<file path="config.mk">
export PLATFORM = sky130hd
export DESIGN_NAME = wm8731_cfg_seq_flat
export DESIGN_NICKNAME = d
export VERILOG_FILES = /design/src/rtl/wm8731_cfg_seq_if.sv /design/src/rtl/wm8731_cfg_seq.sv /design/src/flat_wrapper.sv
export SDC_FILE = /design/constraint.sdc
export NUM_CORES = 1
export LEC_CHECK = 0
export CORE_MARGIN = 4
export CORE_UTILIZATION = 55
export DETAILED_ROUTE_END_ITERATION = 7
export GPL_TIMING_DRIVEN = 0
export PLACE_DENSITY = 0.78
export REMOVE_ABC_BUFFERS = 1
export SLEW_MARGIN = 20
export SYNTH_ARGS = -nofsm -noshare
export SYNTH_HDL_FRONTEND = slang
export SYNTH_SLANG_ARGS = --single-unit
</file>
<file path="constraint.sdc">
create_clock -name Clk -period 3.9 [get_ports Clk]
set_input_delay 0.78 -clock Clk [delete_from_list [all_inputs] [get_ports Clk]]
set_output_delay 0.78 -clock Clk [all_outputs]
set_load 0.01 [all_outputs]
</file>
<file path="src/rtl/wm8731_cfg_seq_if.sv">
// I2C write-engine port bundle shared by the WM8731 configuration sequencer
// (master side) and the I2C engine (slave side).
//
// Handshake: the master raises i2c_req with i2c_dev/i2c_data already valid
// and holds all three stable until the engine answers. The engine answers
// with exactly one single-cycle pulse, either i2c_done (write ACKed) or
// i2c_nack (write NACKed). The master drops i2c_req on the clock edge that
// samples the pulse. If neither pulse arrives within the timeout window,
// the master withdraws the request on its own. A pulse seen while i2c_req
// is low has no meaning. If both pulses arrive together, i2c_done wins.
interface wm8731_cfg_seq_if;
   logic        i2c_req;
   logic [6:0]  i2c_dev;
   logic [15:0] i2c_data;
   logic        i2c_done;
   logic        i2c_nack;

   modport master (
      output i2c_req,
      output i2c_dev,
      output i2c_data,
      input  i2c_done,
      input  i2c_nack
   );

   modport slave (
      input  i2c_req,
      input  i2c_dev,
      input  i2c_data,
      output i2c_done,
      output i2c_nack
   );
endinterface

</file>
<file path="src/rtl/wm8731_cfg_seq.sv">
// WM8731 configuration sequencer. After INIT it waits for codec power-up,
// then writes a fixed 8-word register table through the I2C engine, with
// per-write retry and timeout. Once configured it services headphone-volume
// writes. All outputs are registered. The FSM state is visible on state_dbg.
module wm8731_cfg_seq #(
   parameter int         PWRUP_CYCLES   = 50000,
   parameter int         GAP_CYCLES     = 64,
   parameter int         TIMEOUT_CYCLES = 20000,
   parameter int         MAX_RETRY      = 3,
   parameter logic [6:0] DEV_ADDR       = 7'h1A
) (
   input  logic                    Clk,
   input  logic                    Reset,
   input  logic                    INIT,
   output logic                    INIT_FINISH,
   output logic                    INIT_ERROR,
   input  logic                    vol_req,
   input  logic [6:0]              vol,
   output logic                    vol_ack,
   wm8731_cfg_seq_if.master        i2c,
   output logic [2:0]              cfg_idx,
   output logic [3:0]              state_dbg
);

   typedef enum logic [3:0] {
      S_IDLE      = 4'd0,
      S_PWR_WAIT  = 4'd1,
      S_ISSUE     = 4'd2,
      S_WAIT_RSP  = 4'd3,
      S_GAP       = 4'd4,
      S_DONE      = 4'd5,
      S_ERROR     = 4'd6,
      S_VOL_ISSUE = 4'd7,
      S_VOL_WAIT  = 4'd8
   } state_t;

   // Terminal counts: a counter value equal to these ends the wait.
   localparam logic [31:0] PWR_LAST  = 32'(PWRUP_CYCLES - 1);
   localparam logic [31:0] GAP_LAST  = 32'(GAP_CYCLES - 1);
   localparam logic [31:0] TO_LAST   = 32'(TIMEOUT_CYCLES - 1);
   localparam logic [7:0]  RETRY_MAX = 8'(MAX_RETRY);

   state_t      state_q, state_d;
   logic [31:0] cnt_q, cnt_d;
   logic [7:0]  retry_q, retry_d;
   logic [2:0]  idx_q, idx_d;
   logic        req_q, req_d;
   logic [15:0] data_q, data_d;
   logic [15:0] vol_word_q, vol_word_d;
   logic        finish_q, finish_d;
   logic        error_q, error_d;
   logic        vol_ack_q, vol_ack_d;
   logic        start;
   logic        rsp_fail;

   // Codec register table: {reg_addr[6:0], reg_data[8:0]}.
   function automatic logic [15:0] cfg_word(input logic [2:0] idx);
      logic [15:0] w;
      case (idx)
         3'd0:    w = 16'h1E00;  // reset
         3'd1:    w = 16'h0C00;  // power all on
         3'd2:    w = 16'h0812;  // DAC to output
         3'd3:    w = 16'h0A00;  // digital path
         3'd4:    w = 16'h0E02;  // I2S, 16-bit, slave
         3'd5:    w = 16'h1000;  // 48 kHz normal
         3'd6:    w = 16'h0579;  // HP both, 0 dB
         default: w = 16'h1201;  // active
      endcase
      return w;
   endfunction

   assign start    = INIT && (state_q == S_IDLE || state_q == S_DONE || state_q == S_ERROR);
   assign rsp_fail = i2c.i2c_nack || (cnt_q == TO_LAST);

   // Next-state and next-output logic.
   always_comb begin
      state_d    = state_q;
      cnt_d      = cnt_q;
      retry_d    = retry_q;
      idx_d      = idx_q;
      req_d      = req_q;
      data_d     = data_q;
      vol_word_d = vol_word_q;
      vol_ack_d  = 1'b0;

      case (state_q)
         S_PWR_WAIT: begin
            if (cnt_q == PWR_LAST) begin
               cnt_d   = '0;
               state_d = S_ISSUE;
            end else begin
               cnt_d = cnt_q + 32'd1;
            end
         end
         S_ISSUE: begin
            req_d   = 1'b1;
            data_d  = cfg_word(idx_q);
            cnt_d   = '0;
            state_d = S_WAIT_RSP;
         end
         S_WAIT_RSP: begin
            if (i2c.i2c_done) begin
               req_d   = 1'b0;
               retry_d = '0;
               cnt_d   = '0;
               if (idx_q == 3'd7) begin
                  state_d = S_DONE;
               end else begin
                  idx_d   = idx_q + 3'd1;
                  state_d = S_GAP;
               end
            end else if (rsp_fail) begin
               req_d = 1'b0;
               cnt_d = '0;
               if (retry_q < RETRY_MAX) begin
                  retry_d = retry_q + 8'd1;
                  state_d = S_GAP;
               end else begin
                  state_d = S_ERROR;
               end
            end else begin
               cnt_d = cnt_q + 32'd1;
            end
         end
         S_GAP: begin
            if (cnt_q == GAP_LAST) begin
               cnt_d   = '0;
               state_d = S_ISSUE;
            end else begin
               cnt_d = cnt_q + 32'd1;
            end
         end
         S_DONE: begin
            if (vol_req) begin
               vol_word_d = {7'h02, 1'b1, 1'b0, vol};
               retry_d    = '0;
               state_d    = S_VOL_ISSUE;
            end
         end
         S_VOL_ISSUE: begin
            req_d   = 1'b1;
            data_d  = vol_word_q;
            cnt_d   = '0;
            state_d = S_VOL_WAIT;
         end
         S_VOL_WAIT: begin
            if (i2c.i2c_done) begin
               req_d     = 1'b0;
               retry_d   = '0;
               cnt_d     = '0;
               vol_ack_d = 1'b1;
               state_d   = S_DONE;
            end else if (rsp_fail) begin
               req_d = 1'b0;
               cnt_d = '0;
               if (retry_q < RETRY_MAX) begin
                  retry_d = retry_q + 8'd1;
                  state_d = S_VOL_ISSUE;
               end else begin
                  retry_d   = '0;
                  vol_ack_d = 1'b1;
                  state_d   = S_DONE;
               end
            end else begin
               cnt_d = cnt_q + 32'd1;
            end
         end
         default: begin
            // S_IDLE and S_ERROR only leave on INIT, handled below.
            state_d = state_q;
         end
      endcase

      // INIT restarts the whole sequence from IDLE, DONE or ERROR.
      if (start) begin
         state_d = S_PWR_WAIT;
         cnt_d   = '0;
         retry_d = '0;
         idx_d   = '0;
         req_d   = 1'b0;
      end

      finish_d = (state_d == S_DONE) || (state_d == S_VOL_ISSUE) || (state_d == S_VOL_WAIT);
      error_d  = (state_d == S_ERROR);
   end

   // State and registered-output update.
   always_ff @(posedge Clk or negedge Reset) begin
      if (!Reset) begin
         state_q    <= S_IDLE;
         cnt_q      <= '0;
         retry_q    <= '0;
         idx_q      <= '0;
         req_q      <= 1'b0;
         data_q     <= '0;
         vol_word_q <= '0;
         finish_q   <= 1'b0;
         error_q    <= 1'b0;
         vol_ack_q  <= 1'b0;
      end else begin
         state_q    <= state_d;
         cnt_q      <= cnt_d;
         retry_q    <= retry_d;
         idx_q      <= idx_d;
         req_q      <= req_d;
         data_q     <= data_d;
         vol_word_q <= vol_word_d;
         finish_q   <= finish_d;
         error_q    <= error_d;
         vol_ack_q  <= vol_ack_d;
      end
   end

   assign i2c.i2c_req  = req_q;
   assign i2c.i2c_data = data_q;
   assign i2c.i2c_dev  = DEV_ADDR;
   assign INIT_FINISH  = finish_q;
   assign INIT_ERROR   = error_q;
   assign vol_ack      = vol_ack_q;
   assign cfg_idx      = idx_q;
   assign state_dbg    = state_q;

endmodule

</file>
<file path="src/flat_wrapper.sv">
// flat-port wrapper written by rule: the top's interface ports become plain ports
module wm8731_cfg_seq_flat 
#(
   parameter int         PWRUP_CYCLES   = 50000,
   parameter int         GAP_CYCLES     = 64,
   parameter int         TIMEOUT_CYCLES = 20000,
   parameter int         MAX_RETRY      = 3,
   parameter logic [6:0] DEV_ADDR       = 7'h1A
)
  (Clk, Reset, INIT, INIT_FINISH, INIT_ERROR, vol_req, vol, vol_ack, cfg_idx, state_dbg, i2c_i2c_req, i2c_i2c_dev, i2c_i2c_data, i2c_i2c_done, i2c_i2c_nack);
  wm8731_cfg_seq_if i2c_i ();
  input  logic Clk;
  input  logic Reset;
  input  logic INIT;
  output logic INIT_FINISH;
  output logic INIT_ERROR;
  input  logic vol_req;
  input  logic [6:0] vol;
  output logic vol_ack;
  output logic [2:0] cfg_idx;
  output logic [3:0] state_dbg;
  output wire logic [$bits(i2c_i.i2c_req)-1:0] i2c_i2c_req;
  output wire logic [$bits(i2c_i.i2c_dev)-1:0] i2c_i2c_dev;
  output wire logic [$bits(i2c_i.i2c_data)-1:0] i2c_i2c_data;
  input wire logic [$bits(i2c_i.i2c_done)-1:0] i2c_i2c_done;
  input wire logic [$bits(i2c_i.i2c_nack)-1:0] i2c_i2c_nack;
  assign i2c_i2c_req = i2c_i.i2c_req;
  assign i2c_i2c_dev = i2c_i.i2c_dev;
  assign i2c_i2c_data = i2c_i.i2c_data;
  assign i2c_i.i2c_done = i2c_i2c_done;
  assign i2c_i.i2c_nack = i2c_i2c_nack;
  wm8731_cfg_seq #(.PWRUP_CYCLES(PWRUP_CYCLES), .GAP_CYCLES(GAP_CYCLES), .TIMEOUT_CYCLES(TIMEOUT_CYCLES), .MAX_RETRY(MAX_RETRY), .DEV_ADDR(DEV_ADDR)) u_core (.Clk(Clk), .Reset(Reset), .INIT(INIT), .INIT_FINISH(INIT_FINISH), .INIT_ERROR(INIT_ERROR), .vol_req(vol_req), .vol(vol), .vol_ack(vol_ack), .i2c(i2c_i), .cfg_idx(cfg_idx), .state_dbg(state_dbg));
endmodule
</file>
# Word level (Yosys, flattened, before mapping)
# Cells that the tools add are included.
dict set report totals {
  reg_bits 75
  latch_bits 0
  ram_bits 0
  rom_bits 0
  input_bits 13
  out_inout_bits 34
  word_cells 103
  mem_count 0
}
dict set report op_classes {
  n_addsub 3
  multipliers 0
  n_div 0
  magnitude_cmp 1
  n_eq_ne 28
  shifts 0
  n_mux 41
  bitwise 0
  n_reduce_logical 20
}
# operator n
set op_table {}
lappend op_table {{two-way mux 32 bit} 5}
lappend op_table {{one-hot mux 32 bit (4 select lines)} 1}
lappend op_table {{one-hot mux 13 bit (7 select lines)} 1}
lappend op_table {{two-way mux 8 bit} 8}
lappend op_table {{adder 32 x 1 -> 32 bit (second input constant)} 1}
lappend op_table {{equality test 32 x 15 -> 1 bit (second input constant)} 1}
lappend op_table {{equality test 32 x 16 -> 1 bit (second input constant)} 1}
lappend op_table {{equality test 32 x 6 -> 1 bit (second input constant)} 1}
lappend op_table {{two-way mux 4 bit} 8}
lappend op_table {{one-hot mux 16 bit (2 select lines)} 1}
lappend op_table {{equality test 4 x 3 -> 1 bit (second input constant)} 7}
lappend op_table {{one-hot mux 4 bit (7 select lines)} 1}
lappend op_table {{one-hot mux 8 bit (3 select lines)} 1}
lappend op_table {{equality test 3 bit (second input constant)} 4}
lappend op_table {{two-way mux 3 bit} 4}
lappend op_table {{!= test 4 x 2 -> 1 bit (second input constant)} 3}
lappend op_table {{adder 8 x 1 -> 8 bit (second input constant)} 1}
lappend op_table {{equality test 4 x 2 -> 1 bit (second input constant)} 2}
lappend op_table {{equality test 4 bit (second input constant)} 2}
lappend op_table {{less-than comparator 8 x 2 -> 1 bit (second input constant)} 1}
lappend op_table {{two-way mux 1 bit} 8}
lappend op_table {{equality test 3 x 2 -> 1 bit (second input constant)} 2}
lappend op_table {{nonzero test 2 bit} 3}
lappend op_table {{logical OR 1 bit} 5}
lappend op_table {{18 further kinds} 21}

# Logic depth before layout (Yosys ltp)
dict set report logic_depth {
  word_depth 9
  ltp_mapped 11
}

# Worst setup path before layout
# Ideal clock, no wire load.
dict set report synth_timing {
  path_kind {reg2reg}
  start {register u_core.cnt_q[0]}
  end {register u_core.cnt_q[14]}
  setup_time_ps 66
  arrival_ps 2338
  t_required_ps 3834
  setup_slack_ps 1496
  stages_incl_launch_ff 11
  path_buffers 2
  cell_sequence {dfrtp_1 -> ha_1 -> and3_1 -> buf_2 -> nand3b_1 -> o41ai_4 -> o32a_2 -> a21o_1 -> buf_4 -> or4_1 -> nand2_1}
}
dict set report synth_via {
  elab_chain_cells 6
  elab_cells_between_ends 11
}
# element line
set synth_lines {}
lappend synth_lines {{start: declaration} wm8731_cfg_seq.sv:44} ;# logic [31:0] cnt_q, cnt_d;
lappend synth_lines {{start signal: assignment} wm8731_cfg_seq.sv:202} ;# cnt_q <= cnt_d;
lappend synth_lines {{branches (longest 4 deep; another with adder 32 x 1 -> 32 bit)} --}
lappend synth_lines {{one-hot mux 32 bit (4 select lines) *} wm8731_cfg_seq.sv:86} ;# case (state_q)
lappend synth_lines {{two-way mux 32 bit *} wm8731_cfg_seq.sv:175} ;# if (start) begin
# Mark *: on every way between the ends.
# A chain may end at the register's enable or synchronous reset.

# Worst setup path in the final report
dict set report layout_timing {
  start {input INIT}
  end {register u_core.cnt_q[9]}
}
dict set report layout_via {
  elab_chain_cells 2
  elab_cells_between_ends 3
}
# element line
set layout_lines {}
lappend layout_lines {{start: declaration} flat_wrapper.sv:14} ;# input logic INIT;
lappend layout_lines {{logical AND 1 bit *} wm8731_cfg_seq.sv:72} ;# assign start = INIT && (state_q == S_IDLE || state_q == S_DONE || state_q == S_ERROR);
lappend layout_lines {{nonzero test 5 bit (no line) or two-way mux 32 bit (tied branches)} --}
# Mark *: on every way between the ends. The rest lies on a longest branch, timed or not.

==> impl_metrics.csv <==
group,metric,value,unit
run_status,outcome,"finished, final reports clean",
power_and_ir_drop,power,3368,uW
setup_path,crit_path_end_kind,"flop",
cts,clock_latency,350,ps
sta,slew-limit-headroom,24.89,%
power_and_ir_drop,p_per_area,690.5,nW/um^2
die,core-area,7370,um^2
drt,viasPerCell,6.196,
global_routing,grt_overflow,0,
sta,rsz0062_at_grt,"no",
final_layout,multi_input_area,2263,um^2
global_routing,grt_pass1_wl,17.16,mm
placed_design,gp_congestion,0.8416,
cts,hold_buffers,0,
cts,clkSinkCount,71,
placed_design,port_buffers,35,
cts,cts_resized,0,
drt,drc,0,
sta,setup_viol,0,
drt,vias,3724,
drt,drt_wl_total,10.18,mm
cts,path_clk_slew,80,ps
setup_path,critPathKind,"in -> reg",
setup_path,critPathRequiredTime,4160,ps
yosys,synth_ff_type,"dfrtp_1",
global_routing,grt_max_degree,49,
die,dieArea,9213,um^2
yosys,syn_avg_cell_area,8.908,um^2
sta,maxSlewViolCount,0,
yosys,synth_warnings,0,
final_layout,layout_commonest_cell,"dfrtp_1",
cts,clock_path_buffers,2,
final_layout,antenna_cells,0,
placed_design,hpwl,6.844,mm
yosys,syn_area,4258,um^2
placed_design,place_area,4604,um^2
cts,clockRootBuffer,"clkbuf_8",
final_layout,fillers,598,
yosys,ys_seq_elements,71,
die,die_y,95.99,um
power_and_ir_drop,p_leak,0.002104,uW
cts,cts-buffers-inserted,9,
drt,wire_per_inst,16.94,um
cts,cts_setup_buffers,0,
cts,h-tree-depth,3,
yosys,syn_inst,478,
final_layout,drive_above_1_share,8.765,%
yosys,yosysSeqAreaShare,41.73,%
die,num_rows,31,
setup_path,crit_arrival,3470,ps
sta,fin_crit_sh,82.30,%
job,maxCapViolCount,0,
sta,fmax,311.6,MHz
die,ios,47,
drt,final_antenna_net_count,0,
cts,cts_tree,"done",
sta,worst_pin_slew,1123,ps
sta,clock_skew,12.16,ps
die,start_util,57.78,%
global_routing,grt_pass1_vias,3564,
final_layout,fin_area,4877,um^2
sta,hold_viol,0,
sta,finalCriticalPeriod,3210,ps
global_routing,track_usage,23.90,%
global_routing,antenna_found_initial,0,
final_layout,final_cell_mix,"dfrtp_1 (71), nand2_1 (57), a21oi_1 (36)",
yosys,synth.distinct_cells,68,
yosys,synth_edf_count,0,
yosys,synthArstFlopShare,100.0,%
final_layout,seq_area,1777,um^2
final_layout,fin_nets,518,
drt,firstDrtPassIters,5,
hold_path,hp-class,"in -> async",
final_layout,syn_to_final_growth,14.55,%
power_and_ir_drop,vdd_drop_max,528.0,uV
die,chipWidth,95.99,um
setup_path,start_kind,"input pin",
drt,drt-initial-drc-count,242,
setup_path,crit_path_max_fanout,12,
[cells in the mapped netlist (2+ instances only)]
library cell / count / area share [%]
o221ai_1: 2 / 0.41
or4_1: 4 / 0.71
nor2b_1: 2 / 0.29
or2_2: 2 / 0.29
o211ai_1: 2 / 0.35
nor2_1: 35 / 3.1
inv_1: 16 / 1.4
o21ba_1: 2 / 0.47
or3b_1: 2 / 0.41
and2_1: 5 / 0.73
a21o_1: 8 / 1.4
buf_2: 7 / 0.82
a31oi_1: 9 / 1.3
mux2i_1: 5 / 1.2
nand4_1: 10 / 1.5
a32oi_1: 2 / 0.41
clkbuf_1: 16 / 1.4
or3_1: 8 / 1.2
a22oi_1: 2 / 0.35
nand2_1: 57 / 5.0
nand2b_1: 5 / 0.73
buf_4: 12 / 2.1
o32ai_1: 5 / 1.0
dfrtp_1: 71 / 42
nor3_1: 10 / 1.2
xor2_1: 9 / 1.9
o21ai_1: 11 / 1.3
ha_1: 8 / 2.4
xnor2_1: 2 / 0.41
nand3b_1: 3 / 0.53
nor4_2: 7 / 2.1
nand3_1: 27 / 3.2
conb_1: 2 / 0.18
o31ai_1: 3 / 0.53
a21oi_1: 36 / 4.2
and3_1: 11 / 1.6
o311ai_1: 2 / 0.41
mux2_2: 7 / 1.9
and4_1: 2 / 0.41
buf_1: 2 / 0.18
a211oi_1: 5 / 0.88
o21ai_0: 11 / 1.3
a22o_1: 3 / 0.62
nor4_1: 4 / 0.59
[sequential cells by signal, indices dropped and copies added (netlist names)]
signal               cells
u_core.vol_word_q        8
u_core.i2c.i2c_data     12
u_core.i2c.i2c_req       1
u_core.cfg_idx           3
u_core.INIT_ERROR        1
u_core.INIT_FINISH       1
u_core.cnt_q            32
u_core.state_dbg         4
u_core.retry_q           8
u_core.vol_ack           1
[area by class of cell]
type                       instances  area share (%)
multi-input combinational        362           46.41
clock inverter                     5           2.642
sequential                        71           36.43
clock buffer                      11           2.899
inverter                          16           1.231
tap                               99           2.540
timing repair buffer              37           7.850
[power breakdown]
| part | switching (uW) | internal [uW] |
|---|---|---|
| combinational | 805 | 579 |
| clock | 288 | 509 |
| sequential | 253 | 934 |
[critical path: stages]
cell             delay [ps]
clkdlybuf4s50_1         560
inv_1                   120
a2111oi_2               780
nor3_2                  320
nor2_1                  430
nand4_1                 170
xor2_1                  160
a21oi_1                 150
[layer usage]
metal,routed length [um],vias up,GRT usage (%)
li1,-,1757,-
met1,4660,1835,34.87
met2,4825,120,36.40
met3,581,12,4.300
met4,112,0,6.991
met5,0,-,0
[worst paths after layout]
| check | slack, ps | end | from | cells after the start |
|---|---|---|---|---|
| worst min-delay path | 320 | u_core.INIT_ERROR | Reset | 1 |
| worst max-delay path | 690 | u_core.cnt_q[9] | INIT | 8 |
| min in group Clk | 470 | u_core.vol_word_q[8] | u_core.vol_word_q[8] | 1 |
| max in group asynchronous | 3020 | u_core.cnt_q[2] | Reset | 2 |
| worst min register to register | 470 | u_core.vol_word_q[8] | u_core.vol_word_q[8] | 1 |
| worst max register to register | 720 | u_core.cnt_q[9] | u_core.state_dbg[0] | 7 |
[metrics by stage]
step / cells / utilization [%] / worst slack (ps) / hold WS (ps) / setup TNS (ps)
after floorplan: 449 / - / 629.2 / 435.4 / 0
after global placement: 583 / 61.90 / -1142 / 449.1 / -40270
after detailed placement: 585 / 62.48 / 424.0 / 453.1 / 0
after CTS: 601 / 66.15 / 732.4 / 332.2 / 0
after global routing: 601 / 66.18 / 487.7 / 340.7 / 0
final: 601 / 66.18 / 690.4 / 323.0 / 0
[cell families after synthesis]
group | share of synthesized area (%)
AND/OR/NAND/NOR | 24.92
AO/OA/AOI/OAI | 19.34
flip-flops | 41.73
buffers and inverters | 6.201
multiplexers | 3.027
XOR/XNOR | 2.263
adder cells (fa/ha/maj) | 2.351
other | 0.1764
(Power assumes the default switching activity.)
